[config.mk]
export PLATFORM = sky130hd
export DESIGN_NAME = pc_update_unit
export DESIGN_NICKNAME = d
export VERILOG_FILES = /design/src/rtl/pc_pkg.sv /design/src/rtl/offset_extender.sv /design/src/rtl/pc_update_unit.sv
export SDC_FILE = /design/constraint.sdc
export NUM_CORES = 1
export LEC_CHECK = 0
export CELL_PAD_IN_SITES_DETAIL_PLACEMENT = 0
export CELL_PAD_IN_SITES_GLOBAL_PLACEMENT = 1
export CORE_MARGIN = 2
export CORE_UTILIZATION = 25
export CTS_CLUSTER_SIZE = 28
export DETAILED_ROUTE_END_ITERATION = 7
export HOLD_SLACK_MARGIN = 0.06
export PLACE_DENSITY_LB_ADDON = 0.3
export SLEW_MARGIN = 20
export SYNTH_ARGS = -nofsm -noshare
export SYNTH_HDL_FRONTEND = slang
export SYNTH_SLANG_ARGS = --single-unit
[constraint.sdc]
create_clock -name CLK -period 3.4 [get_ports CLK]
set_input_delay 0.34 -clock CLK [delete_from_list [all_inputs] [get_ports CLK]]
set_output_delay 0.34 -clock CLK [all_outputs]
set_load 0.03 [all_outputs]
[src/rtl/pc_pkg.sv]
// Shared definitions for the PC update logic: widths, shift amount and FSM encodings.
package pc_pkg;

    localparam int unsigned PC_W        = 32;
    localparam int unsigned INSTR_SHIFT = 2;   // instruction index to byte offset

    typedef enum logic [1:0] {
        StBoot     = 2'd0,
        StRun      = 2'd1,
        StStall    = 2'd2,
        StRedirect = 2'd3
    } pc_state_e;

endpackage

[src/rtl/offset_extender.sv]
// Turns a signed 8-bit instruction distance into a signed 32-bit byte offset.
module offset_extender
    import pc_pkg::*;
(
    input  logic [7:0]      addval,
    output logic [PC_W-1:0] offset
);

    // Sign-extend, then scale from instructions to bytes.
    assign offset = {{(PC_W - 8 - INSTR_SHIFT){addval[7]}}, addval, {INSTR_SHIFT{1'b0}}};

endmodule

[src/rtl/pc_update_unit.sv]
// Program counter sequencer: boot hold, sequential advance, branch redirect with a
// one-cycle flush marker, memory stall handling and a retired-advance counter.
module pc_update_unit
    import pc_pkg::*;
#(
    parameter logic [PC_W-1:0] RESET_PC = 32'd0,
    parameter int unsigned     CNT_W    = 16
) (
    input  logic             CLK,
    input  logic             RESET,
    input  logic             BUSYWAIT,
    input  logic [7:0]       ADDVAL,
    output logic [PC_W-1:0]  PC,
    output logic [PC_W-1:0]  PC_PLUS4,
    output logic             FLUSH,
    output logic [CNT_W-1:0] RETIRED,
    output logic [1:0]       STATE
);

    pc_state_e        state_q;
    logic [PC_W-1:0]  pc_q;
    logic [CNT_W-1:0] retired_q;
    logic             flush_q;

    logic [PC_W-1:0]  pc_plus4;
    logic [PC_W-1:0]  offset;
    logic [PC_W-1:0]  target;

    offset_extender u_offset_extender (
        .addval (ADDVAL),
        .offset (offset)
    );

    assign pc_plus4 = pc_q + PC_W'(4);
    assign target   = pc_plus4 + offset;

    // FSM with registered PC, counter and flush marker; reset overrides everything.
    always_ff @(posedge CLK) begin
        if (RESET) begin
            state_q   <= StBoot;
            pc_q      <= RESET_PC;
            retired_q <= '0;
            flush_q   <= 1'b0;
        end else begin
            flush_q <= 1'b0;
            case (state_q)
                StBoot: begin
                    state_q <= StRun;
                end
                StRun: begin
                    if (BUSYWAIT) begin
                        state_q <= StStall;
                    end else if (ADDVAL != 8'd0) begin
                        pc_q      <= target;
                        retired_q <= retired_q + CNT_W'(1);
                        flush_q   <= 1'b1;
                        state_q   <= StRedirect;
                    end else begin
                        pc_q      <= pc_plus4;
                        retired_q <= retired_q + CNT_W'(1);
                    end
                end
                StRedirect: begin
                    // ADDVAL is ignored here: the instruction in flight is being flushed.
                    if (BUSYWAIT) begin
                        state_q <= StStall;
                    end else begin
                        pc_q      <= pc_plus4;
                        retired_q <= retired_q + CNT_W'(1);
                        state_q   <= StRun;
                    end
                end
                StStall: begin
                    if (!BUSYWAIT) begin
                        state_q <= StRun;
                    end
                end
                default: begin
                    state_q <= StBoot;
                end
            endcase
        end
    end

    // Outputs straight from state, plus the combinational increment.
    always_comb begin
        PC       = pc_q;
        PC_PLUS4 = pc_plus4;
        FLUSH    = flush_q;
        RETIRED  = retired_q;
        STATE    = state_q;
    end

endmodule

# Word-level counts from Yosys, hierarchy flattened
# Cells that the tools add are included.
# totals
register_bits	51
inputBits	11
out_inout_bits	83
# classes
add_sub_neg	3
n_eq_ne	7
mux	10
n_bitwise	2
reduce_logical	8
# op_table
operator	count
2-to-1 mux 32 bit	3
case mux 32 bit (2 select lines)	1
adder 32 x 3 -> 32 bit (second input constant)	1
adder 32 bit	1
adder 16 x 1 -> 16 bit (second input constant)	1
2-to-1 mux 2 bit	4
case mux 2 bit (4 select lines)	1
nonzero test 8 bit	1
inequality test 2 bit (second input constant)	3
equality test 2 bit (second input constant)	2
AND reduction 2 bit	2
inequality test 3 bit (second input constant)	1
AND reduction 3 bit	1
OR reduction 3 bit	1
equality test 2 x 1 -> 1 bit (second input constant)	1
zero test 2 bit	1
NOT 1 bit	2
nonzero test 2 bit	1
OR reduction 2 bit	1
2-to-1 mux 1 bit	1

# Depth between registers and ports, before layout
# logic_depth
depth_word	5
mapped_depth	18
depth_no_buf	17

# Modules after synthesis
# Synthesis repeated with hierarchy kept, for this count alone.
# unflattened
cells_unflattened	652
area_unflattened_um2	4818.4
# modules_own_cells
mod	instances	cells_each	area_per_inst_um2	seq_area_each_um2
pc_update_unit	1	619	4574.4	1021.0
offset_extender	1	33	244.0	0.0

# Least setup slack after synthesis
# No wires, ideal clock.
# synth_timing
path_type	register -> register
startpoint	register pc_q[2] (netlist: PC[2])
endpoint	register pc_q[31] (netlist: PC[31])
setup_ns	0.123
arrival_ns	4.331
required_ns	3.277
setup_slack_ns	-1.054
path_stages_with_launch	19
path_buffers	1
cell_sequence	dfxtp_1 ha_1 nand3_1 nor2_1 and3_1 nand2_1 nor2_1 xor2_1 ha_1 buf_2 a211oi_1 nor2_1 o41ai_1 nor2_1 nor4b_1 o21ai_0 o21ai_1 mux2i_1 mux2_1
# synth_via
elab_chain_cells	5
# synth_lines
element	line_no	text
start, declared	pc_update_unit.sv:21	logic [PC_W-1:0] pc_q;
start signal, assigned	pc_update_unit.sv:54	pc_q <= target;
start signal, assigned	pc_update_unit.sv:59	pc_q <= pc_plus4;
start signal, assigned	pc_update_unit.sv:68	pc_q <= pc_plus4;
adder 32 x 3 -> 32 bit	pc_update_unit.sv:34	assign pc_plus4 = pc_q + PC_W'(4);
via PC_PLUS4[16]	pc_update_unit.sv:14	output logic [PC_W-1:0] PC_PLUS4,
adder 32 bit	pc_update_unit.sv:35	assign target = pc_plus4 + offset;
2-to-1 mux 32 bit	pc_update_unit.sv:53	end else if (ADDVAL != 8'd0) begin
2-to-1 mux 32 bit	pc_update_unit.sv:51	if (BUSYWAIT) begin
case mux 32 bit (2 select lines)	pc_update_unit.sv:46	case (state_q)
# The timed path passes the listed nets, and every way through them passes these cells. The select of a mux whose other input is x is not followed.
# A chain may end at the register's enable or synchronous reset.

# Worst setup path after layout
# layout_timing
startpoint	register pc_q[2] (netlist: PC[2])
endpoint	register pc_q[31] (netlist: PC[31])
# layout_via
elab_chain_cells	5
# layout_lines
element	line_no
adder 32 x 3 -> 32 bit *	pc_update_unit.sv:34
adder 32 bit	pc_update_unit.sv:35
2-to-1 mux 32 bit	pc_update_unit.sv:53
2-to-1 mux 32 bit	pc_update_unit.sv:51
case mux 32 bit (2 select lines) *	pc_update_unit.sv:46
# Every way passes the cells marked *; elsewhere a longest branch is shown, timed or not. The select of a mux whose other input is x is not followed.

==> flow_metrics.py <==
metrics = {
    "floorplanning": {
        "chipWidth_um": 137.1,
        "start_util": 0.2562,
        "ios": 94,
        "dieArea_um2": 18810,
        "fp.dieH_um": 137.1,
        "fp-row-count": 48,
        "core-area_um2": 17300,
    },
    "critical_path": {
        "r2r-end": "PC[31]",
        "crit_top_cell": "and3_4",
        "crit_type": "reg -> reg",
        "cp-start-kind": "flip-flop",
        "rrSetupSlack_ns": -0.13,
        "endpoint": "PC[31]",
        "arrival_ns": 3.73,
        "end_kind": "flip-flop",
        "path_cells": "and3_4 -> and3_4 -> and2_4 -> nand3_4 -> nor2_4 -> xor2_4 -> ha_4 -> and4_4 -> and3_4 -> nand4_1 -> a31oi_4 -> nor2_2 -> o311a_1 -> o21ai_1 -> mux2i_1 -> mux2_1",
        "cp_slowest_stage_delay_ns": 0.37,
        "r2r_cells": 16,
        "cp_data_required_time_ns": 3.60,
        "r2r_start": "PC[2]",
        "worstPathMaxFanout": 3,
        "crit_slowest_cell": "dfxtp_4",
        "crit_path_start": "PC[2]",
    },
    "cts": {
        "insertion_delay_ns": 0.31,
        "holdBufCountCts": 0,
        "h-tree-depth": 2,
        "cts_tree": "built",
        "clockRootBuffer": "clkbuf_16",
        "clock_path_buffers": 2,
        "numCtsBuffers": 5,
        "cts.clk_slew.worst_paths_ns": 0.08,
        "clock_sinks": 49,
    },
    "global_route": {
        "grt_max_degree": 45,
        "grt_usage": 0.1824,
        "grt_pass1_wl_um": 27080,
        "grt_antenna_before_repair": 0,
        "gr-total-overflow": 0,
        "grt_pass1_vias": 5257,
    },
    "flow_run": {
        "cap_violations": 0,
    },
    "timing": {
        "fin_ws_ns": -0.1282,
        "fin_crit_sh": 1.038,
        "drv_slew": 0,
        "tightest_slew_ns": 0.9253,
        "slew_headroom": 0.3832,
        "max_freq_mhz": 283.4,
        "rsz0062_at_grt": "yes",
        "final-hold-violation-count": 0,
        "finalClockSkew_ns": 0.007864,
        "setup_viol": 5,
        "final.min_clock_period_ns": 3.528,
        "setup_tns_ns": -0.2883,
    },
    "placement": {
        "dpl.cell_count": 1023,
        "gp_congestion": 0.9038,
        "place.detailed.hpwl_um": 12980,
        "dp_slack_ns": -0.4136,
        "port_buffers": 89,
    },
    "power": {
        "p_leak_nw": 3.335,
        "pwr_density_cell_nw_per_um2": 290.8,
        "p_total_mw": 2.318,
        "max-vdd-ir-drop_mv": 0.2042,
    },
    "detailed_routing": {
        "wire_per_inst_um": 16.08,
        "drtIter0Drc": 245,
        "drt-pass1-iter-count": 5,
        "ant_nets": 0,
        "vias": 5238,
        "totalWireLength_um": 17060,
        "drc": 0,
        "viasPerCell": 4.937,
    },
    "synthesis": {
        "synth_cells": 589,
        "yosysWarnings": 0,
        "yosysSeqAreaShare": 0.2213,
        "ys.flop_type": "dfxtp_1",
        "synthArstFlopShare": 0,
        "synth_edf_count": 0,
        "synth.avg_cell_area_um2": 7.524,
        "ys_ff_latch": 49,
        "synth_area_um2": 4432,
        "ys_types": 60,
    },
    "hold_path": {
        "whs_path_depth": 2,
        "hp-class": "reg -> reg",
    },
    "cells_and_area": {
        "layout_common_cells": "buf_4, clkdlybuf4s50_1, nand2_1, nor2_1, a21oi_1",
        "drive_gt1_frac": 0.3828,
        "area_delta_synth_final_pct": 79.87,
        "layout.nets": 884,
        "final_core_util": 0.4609,
        "n_antenna_cell": 0,
        "fillCellCount": 1702,
        "fin_cells": 1061,
        "final_common_cell": "buf_4",
    },
    "status": {
        "status": "finished with violations",
        "violations": "setup timing",
    },
}
[sequential cells by signal (all words and copies together), names as in the netlist]
name and count:
STATE 2, PC 30, RETIRED 16, FLUSH 1
[synthesized netlist by cell type (3+ instances only)]
library cell  count  area share
nand2_1          65       0.055
nor2_1           65       0.055
dfxtp_1          49        0.22
a21oi_1          44       0.050
ha_1             37        0.10
xnor2_1          36       0.071
xor2_1           27       0.053
nand3_1          26       0.029
o21ai_0          25       0.028
clkbuf_1         20       0.017
nand4_1          18       0.025
inv_1            14       0.012
o21ai_1          14       0.016
a21o_1           12       0.020
and3_1           12       0.017
nor3_1           10       0.011
a31oi_1           9       0.013
a211oi_1          7       0.012
a311oi_1          7       0.014
a221oi_1          6       0.012
buf_4             6       0.010
nor2b_1           6      0.0085
a41oi_1           4      0.0079
and4_1            4      0.0079
nand2b_1          4      0.0056
or3_1             4      0.0056
a21o_2            3      0.0059
buf_6             3      0.0076
mux2i_1           3      0.0068
nor4_1            3      0.0042
o21bai_1          3      0.0051
or4_1             3      0.0051
[repair_timing]
item	CTS	global route
resized for setup	58	42
gates cloned	0	0
setup endpoints to repair	13	18
setup buffers	21	11
pin swaps	57	48
[how the worst min path moves through the flow]
stage,from,to,slack (ns)
floorplan,BUSYWAIT,STATE[1],0.51
global placement,PC[17],PC[17],0.47
detailed placement,PC[17],PC[17],0.48
CTS,PC[17],PC[17],0.50
global route,RETIRED[1],RETIRED[1],0.53
finish,PC[17],PC[17],0.50
[metal layers]
layer / up-vias / wire (um) / GRT usage
met5: - / 0 / 0
met4: 0 / 219 / 0.04983
met3: 13 / 469 / 0.02000
met2: 89 / 8530 / 0.3162
met1: 2509 / 7843 / 0.2390
li1: 2627 / - / -
[kinds of logic after synthesis]
family	count (synthesis)	synth area share
compound gates	155	0.2276
other cells	1	0.0008462
mux	5	0.01186
fa+ha+maj	38	0.1090
buf+inv	49	0.05929
xor+xnor	63	0.1245
flops	49	0.2213
simple gates	229	0.2456
[power breakdown]
group | internal [mW] | switching, mW
registers | 0.605 | 0.0380
clock network | 0.283 | 0.279
logic | 0.528 | 0.585
total | 1.42 | 0.903
[cell type report]
type | instances | area (um2) | area share
multi-input cells | 494 | 4173 | 0.5235
repair buffers | 270 | 2292 | 0.2876
flip-flops and latches | 49 | 1017 | 0.1276
well taps | 225 | 281.5 | 0.03532
clock buffers | 5 | 125.1 | 0.01570
inverters | 15 | 56.30 | 0.007063
clock inverters | 3 | 26.28 | 0.003296
[worst max-delay path: cells and delay by family, from the launching register on]
kind | cells | cell delay [ns]
AOI/OAI and AO/OA | 3 | 0.70
muxes | 2 | 0.54
xor gates and xnor gates | 1 | 0.10
adders and majority gates | 1 | 0.27
and+or+nand+nor | 9 | 1.41
DFF | 1 | 0.37
[metrics by stage]
stage	cell area (um2)	hold WS (ns)
2_1_floorplan	4952	0.5107
3_5_place_dp	7051	0.4830
6_report	7971	0.4977
5_1_grt	7971	0.5283
4_1_cts	7662	0.4953
3_3_place_gp	7051	0.4725
Note: power is estimated with default switching activity, not from simulation.
